**src/rtl/vout_frame_read_ctrl_pkg.sv**
```systemverilog
`default_nettype none
// +----------------------------------------------------------------------+
// | vout_frame_read_ctrl_pkg: burst FSM encoding and burst-size helpers  |
// | Rev 1.0                                                              |
// +----------------------------------------------------------------------+
package vout_frame_read_ctrl_pkg;

  localparam int DEF_BURST_LEN = 32;

  typedef enum logic [2:0] {
    ST_IDLE       = 3'd0,
    ST_LINE_START = 3'd1,
    ST_WAIT_SPACE = 3'd2,
    ST_BURSTING   = 3'd3,
    ST_BURST_END  = 3'd4,
    ST_LINE_END   = 3'd5,
    ST_FRAME_DONE = 3'd6,
    ST_FLUSH      = 3'd7
  } burst_state_e;

  // Words for the next burst: whatever is left of the line, capped at max_len.
  function automatic logic [9:0] burst_words(input logic [11:0] remain,
                                             input int unsigned max_len);
    logic [11:0] cap;
    cap = 12'(max_len);
    return (remain < cap) ? remain[9:0] : cap[9:0];
  endfunction

endpackage
`default_nettype wire

```
**src/rtl/vs_edge_sync.sv**
```systemverilog
`default_nettype none
// +----------------------------------------------------------------------+
// | vs_edge_sync: two-flop synchronizer with rising-edge pulse output    |
// | Rev 1.0                                                              |
// +----------------------------------------------------------------------+
module vs_edge_sync (
  input  logic clk_i,
  input  logic rst_ni,
  input  logic async_i,
  output logic rise_o
);

  logic meta_q;
  logic sync_q;
  logic prev_q;

  always_ff @(posedge clk_i or negedge rst_ni) begin
    if (!rst_ni) begin
      meta_q <= 1'b0;
      sync_q <= 1'b0;
      prev_q <= 1'b0;
    end else begin
      meta_q <= async_i;
      sync_q <= meta_q;
      prev_q <= sync_q;
    end
  end

  assign rise_o = sync_q & ~prev_q;

endmodule
`default_nettype wire

```
**src/rtl/vout_frame_read_ctrl.sv**
```systemverilog
`default_nettype none
// +----------------------------------------------------------------------+
// | vout_frame_read_ctrl: reads a video frame line by line in bursts     |
// | from frame memory into the output FIFO.           Rev 1.0            |
// +----------------------------------------------------------------------+
module vout_frame_read_ctrl
  import vout_frame_read_ctrl_pkg::*;
#(
  parameter int MEM_DATA_BITS = 64,
  parameter int BURST_LEN     = DEF_BURST_LEN,
  parameter int FIFO_DEPTH    = 1024
) (
  input  logic                     mem_clk,
  input  logic                     rst_n,
  input  logic                     vout_vs,
  input  logic [11:0]              vout_width,
  input  logic [11:0]              vout_height,
  output logic                     rd_burst_req,
  output logic [9:0]               rd_burst_len,
  output logic [23:0]              rd_burst_addr,
  input  logic                     rd_burst_data_valid,
  input  logic [MEM_DATA_BITS-1:0] rd_burst_data,
  input  logic                     burst_finish,
  output logic                     fifo_wrreq,
  output logic [MEM_DATA_BITS-1:0] fifo_wrdata,
  input  logic [11:0]              fifo_wrusedw,
  output logic                     fifo_aclr,
  output logic                     frame_done
);

  localparam logic [11:0] SPACE_THRESH = 12'(FIFO_DEPTH - 2 * BURST_LEN);

  logic frame_flag;

  burst_state_e state_q, state_d;
  logic [11:0]  line_q, line_d;
  logic [11:0]  remain_q, remain_d;
  logic [23:0]  addr_q, addr_d;
  logic [9:0]   len_q, len_d;
  logic [9:0]   beat_cnt_q, beat_cnt_d;
  logic         req_q, req_d;
  logic         done_q, done_d;
  logic         wr_q, wr_d;
  logic         aclr_q;
  logic [MEM_DATA_BITS-1:0] wrdata_q;

  vs_edge_sync u_vs_sync (
    .clk_i  (mem_clk),
    .rst_ni (rst_n),
    .async_i(vout_vs),
    .rise_o (frame_flag)
  );

  always_ff @(posedge mem_clk or negedge rst_n) begin
    if (!rst_n) begin
      state_q    <= ST_IDLE;
      line_q     <= '0;
      remain_q   <= '0;
      addr_q     <= '0;
      len_q      <= '0;
      beat_cnt_q <= '0;
      req_q      <= 1'b0;
      done_q     <= 1'b0;
      wr_q       <= 1'b0;
      wrdata_q   <= '0;
      aclr_q     <= 1'b0;
    end else begin
      state_q    <= state_d;
      line_q     <= line_d;
      remain_q   <= remain_d;
      addr_q     <= addr_d;
      len_q      <= len_d;
      beat_cnt_q <= beat_cnt_d;
      req_q      <= req_d;
      done_q     <= done_d;
      wr_q       <= wr_d;
      wrdata_q   <= rd_burst_data;
      aclr_q     <= frame_flag;
    end
  end

  always_comb begin
    state_d    = state_q;
    line_d     = line_q;
    remain_d   = remain_q;
    addr_d     = addr_q;
    len_d      = len_q;
    beat_cnt_d = beat_cnt_q;
    req_d      = req_q;
    done_d     = 1'b0;

    if (req_q && (rd_burst_data_valid || burst_finish)) req_d = 1'b0;
    if (rd_burst_data_valid && (state_q == ST_BURSTING || state_q == ST_FLUSH))
      beat_cnt_d = beat_cnt_q + 10'd1;

    // A new vs edge discards the beat arriving with it; surplus beats are dropped.
    wr_d = rd_burst_data_valid && (state_q == ST_BURSTING) &&
           (beat_cnt_q < len_q) && !frame_flag;

    case (state_q)
      ST_IDLE: begin
        if (frame_flag && (vout_height != 12'd0)) begin
          line_d  = '0;
          state_d = ST_LINE_START;
        end
      end
      ST_LINE_START: begin
        if (frame_flag) begin
          line_d = '0;
        end else begin
          addr_d   = {2'b00, line_q[10:0], 11'b0};
          remain_d = vout_width;
          state_d  = (vout_width == 12'd0) ? ST_LINE_END : ST_WAIT_SPACE;
        end
      end
      ST_WAIT_SPACE: begin
        if (frame_flag) begin
          line_d  = '0;
          state_d = ST_LINE_START;
        end else if (fifo_wrusedw <= SPACE_THRESH) begin
          len_d      = burst_words(remain_q, BURST_LEN);
          req_d      = 1'b1;
          beat_cnt_d = '0;
          state_d    = ST_BURSTING;
        end
      end
      ST_BURSTING: begin
        if (frame_flag && burst_finish) begin
          line_d  = '0;
          state_d = ST_LINE_START;
        end else if (frame_flag) begin
          state_d = ST_FLUSH;
        end else if (burst_finish) begin
          state_d = ST_BURST_END;
        end
      end
      ST_BURST_END: begin
        if (frame_flag) begin
          line_d  = '0;
          state_d = ST_LINE_START;
        end else begin
          addr_d   = addr_q + {14'b0, len_q};
          remain_d = remain_q - {2'b00, len_q};
          state_d  = (remain_q == {2'b00, len_q}) ? ST_LINE_END : ST_WAIT_SPACE;
        end
      end
      ST_LINE_END: begin
        if (frame_flag) begin
          line_d  = '0;
          state_d = ST_LINE_START;
        end else begin
          line_d = line_q + 12'd1;
          if ((line_q + 12'd1) == vout_height) begin
            done_d  = 1'b1;
            state_d = ST_FRAME_DONE;
          end else begin
            state_d = ST_LINE_START;
          end
        end
      end
      ST_FRAME_DONE: begin
        if (frame_flag) begin
          line_d  = '0;
          state_d = ST_LINE_START;
        end
      end
      ST_FLUSH: begin
        if (burst_finish) begin
          line_d  = '0;
          state_d = ST_LINE_START;
        end
      end
      default: state_d = ST_IDLE;
    endcase
  end

  assign rd_burst_req  = req_q;
  assign rd_burst_len  = len_q;
  assign rd_burst_addr = addr_q;
  assign fifo_wrreq    = wr_q;
  assign fifo_wrdata   = wrdata_q;
  assign fifo_aclr     = aclr_q;
  assign frame_done    = done_q;

endmodule
`default_nettype wire
```
**config.mk**
```make
export PLATFORM = sky130hd
export DESIGN_NAME = vout_frame_read_ctrl
export DESIGN_NICKNAME = d
export VERILOG_FILES = /design/src/rtl/vout_frame_read_ctrl_pkg.sv /design/src/rtl/vs_edge_sync.sv /design/src/rtl/vout_frame_read_ctrl.sv
export SDC_FILE = /design/constraint.sdc
export NUM_CORES = 1
export LEC_CHECK = 0
export ABC_CLOCK_PERIOD_IN_PS = 2800
export CAP_MARGIN = 5
export CORE_MARGIN = 8
export CORE_UTILIZATION = 48
export DETAILED_ROUTE_END_ITERATION = 16
export PLACE_DENSITY = 0.81
export SYNTH_ARGS = -nofsm -noshare
export SYNTH_HDL_FRONTEND = slang
export SYNTH_SLANG_ARGS = --single-unit
```
**constraint.sdc**
```tcl
create_clock -name mem_clk -period 2.8 [get_ports mem_clk]
set_clock_uncertainty 0.15 [all_clocks]
set_input_delay 0.7 -clock mem_clk [delete_from_list [all_inputs] [get_ports mem_clk]]
set_output_delay 0.7 -clock mem_clk [all_outputs]
set_load 0.05 [all_outputs]
```
==> run metrics, run 1 <==
status completed; Area Overhead vs Synth 41.1%; total core area 14400 sq um; most common cell in the synthesized netlist dfrtp_1; CTS HTree Levels 4; post-route ant nets 0; CTS buffer count 17; placer congestion estimate 0.869; worst skew pair latency ~0.42 ns; Die Span Y 137 um; final hold vios 0; drt first pass iters 5; post-synth top area share 51.0%; Avg Cell Area, Syn 10.3 sq um; final core occ 68.5%; vias in the first global route 5964; largest net degree at the start of global routing 57; clock root cell clkbuf_16; Starting Density 48.5%; Overflow after GRT 0; critical setup path kind reg2out; top post-synthesis cells by area dfrtp_1 (51%), ha_1 (5.6%), o21ai_0 (4.0%); Crit Path Max Fanout 8; Seq/Total Area, Yosys just over 50%; syn nets 814; Max VDD drop 0.509 mV; row count 44; Final Hold Slack around 0.051 ns; CP peak stage delay between 0.8 and 0.9 ns; vias per inst 5.41; initial drt markers 376; Pwr per Cell Area around 950 nW/um^2; first-pass GRT wire length 30.5 mm; pin slew with the least headroom to its limit 0.570 ns; CP max-delay cell clkdlybuf4s50_1; via count a little under 6000; die area 18600 sq um; Buf+Inv Stages, Crit Path 1; Total GRT Usage 20.8%; final instance area slightly below 10000 sq um; RSZ-0062 raised after global routing no; synth cell count leaders dfrtp_1 (142), nand2_1 (74), o21ai_0 (56), nor2_1 (49), a21oi_1 (33); port bufs 206; chip width approximately 140 um; Cells after Synth slightly below 700; synthesized flop and latch total 142; Leak 4.23 nW; DPL Wire Length 14.3 mm; maximum root-to-sink buffer count 2; Post-synth EDFFs 0; Post CTS Setup Buffer Count 0; Startpoint Class flop; largest area contributor in the netlist dfrtp_1; min Tclk post-route about 2.6 ns; TNS Setup 0 ns; I/O Pins slightly above 200; WL/cell ~18 um; Top delay family on crit path buffers and inverters; Max-Cap Viols 0; layout cells sized above 1 7.68%; Async S/R FF share, synth 100%; post-CTS resize count 0; FF-to-FF setup slack 0.24 ns; Synth Warn # 0; final period utilization 93.6%; worst endpoint data arrival time between 1.5 and 2 ns; crit path capture type primary output; Post-Place Cell Area 9250 sq um; initial antenna violation count 0; critical path, cell by cell clkdlybuf4s50_1; CTS sink count approximately 140; Reg clk slew, reported paths 0.06 ns; Slew Viols, Final 0; fmax 0.381 GHz; final WL 19.1 mm; TritonCTS clock tree done; Post-Syn Area 6970 sq um; drt drc 0; count of different cell masters after synthesis 72; Worst Path Required 1.95 ns; Diodes inserted 0; nets@finish approximately 1000; Synth Flop Type dfrtp_1; Hold Crit Class in2async; Rel. slew slack 61.9%; hold_buf cts 0; Setup-failing EPs final 0
==> metal layers <==
metal | GRT usage (%) | vias up | share of wire [%]
li1 | - | 2820 | -
met2 | 33.1 | 238 | 47
met1 | 24.5 | 2776 | 40
met3 | 10.4 | 21 | 12
met5 | 0 | - | 0
met4 | 5.74 | 0 | 1.1
==> through the flow <==
stage	total power, mW	instances	setup WS [ns]
after global routing	9.92	1082	0.0588
final	9.35	1082	0.178
after floorplan	5.78	676	0.153
after global placement	7.00	1051	0.0698
after CTS	9.41	1082	0.148
after detailed placement	7.09	1051	0.0600
==> sequential cells by signal (all words and copies together) (netlist names) <==
register          cells
u_vs_sync.prev_q      1
rd_burst_len         10
remain_q             12
fifo_wrdata          64
rd_burst_req          1
state_q               3
line_q               12
u_vs_sync.meta_q      1
u_vs_sync.sync_q      1
fifo_wrreq            1
beat_cnt_q           10
frame_done            1
fifo_aclr             1
rd_burst_addr        24
==> where the power goes <==
part	switching [mW]	internal [mW]
sequential	0.426	2.43
clock	0.905	1.35
combinational	2.55	1.68
total	3.88	5.46
==> layout make-up <==
type	instances	area [sq um]
Clock inverter	13	155
Timing Repair Buffer	221	2190
Tap cell	184	230
Fill cell	1081	4530
Sequential cell	142	3550
Clock buffer	18	439
Inverter	22	82.6
Multi-Input combinational cell	482	3190
==> worst paths after layout <==
check	start	end	cells after the start
worst max register to register	rd_burst_len[3]	rd_burst_addr[17]	7
worst min-delay path	rst_n	fifo_wrdata[50]	1
max in group asynchronous	rst_n	fifo_wrdata[21]	2
worst min register to register	u_vs_sync.meta_q	u_vs_sync.sync_q	0
min in group mem_clk	u_vs_sync.meta_q	u_vs_sync.sync_q	0
worst max-delay path	rd_burst_addr[10]	rd_burst_addr[10]	1
==> kinds of logic (layout without fill, tap and decap cells) <==
kind of cell | Yosys count | count (layout) | share of synthesized area [%]
compound gates | 164 | 164 | 15.3
xor+xnor | 40 | 40 | 5.02
fa+ha+maj | 33 | 33 | 6.14
buf+inv | 52 | 274 | 3.30
flops | 142 | 142 | 51.0
mux | 18 | 18 | 2.60
simple gates | 227 | 227 | 16.7
==> placed cells by master (no fill, tap or decap), types with 3 or more instances in the layout <==
| master | netlist | routed |
|---|---|---|
| a32oi_1 | 3 | 3 |
| a31oi_1 | 6 | 6 |
| a22oi_1 | 9 | 9 |
| clkinvlp_4 | 0 | 3 |
| clkdlybuf4s50_1 | 0 | 205 |
| nor3_1 | 8 | 8 |
| nor3b_1 | 3 | 3 |
| clkbuf_16 | 0 | 17 |
| a22o_1 | 3 | 3 |
| nand4_1 | 13 | 13 |
| a21o_1 | 11 | 11 |
| nand2b_1 | 10 | 10 |
| o22ai_1 | 6 | 6 |
| inv_1 | 21 | 21 |
| dfrtp_1 | 142 | 142 |
| a21oi_1 | 33 | 33 |
| o21ai_0 | 56 | 56 |
| nor2b_1 | 11 | 11 |
| o21ai_1 | 3 | 3 |
| or3_1 | 6 | 6 |
| xnor2_1 | 23 | 23 |
| nor2_1 | 49 | 49 |
| ha_1 | 31 | 31 |
| nor2_2 | 3 | 3 |
| inv_6 | 0 | 4 |
| and3_1 | 7 | 7 |
| nand3_1 | 14 | 14 |
| a311oi_1 | 3 | 3 |
| nor4_1 | 9 | 9 |
| mux2i_1 | 17 | 17 |
| buf_4 | 4 | 14 |
| a211oi_1 | 5 | 5 |
| clkinv_4 | 0 | 3 |
| nand2_1 | 74 | 74 |
| and2_1 | 3 | 3 |
| a21boi_1 | 3 | 3 |
| xor2_1 | 17 | 17 |
Note: power is estimated with default switching activity, not from simulation.
==> inputs of run 2 (changes only) <==
Settings changed: SLEW_MARGIN set to 10.
==> results of run 2 <==
Same layout as run 1: the final DEF is identical, and so are final timing and power.
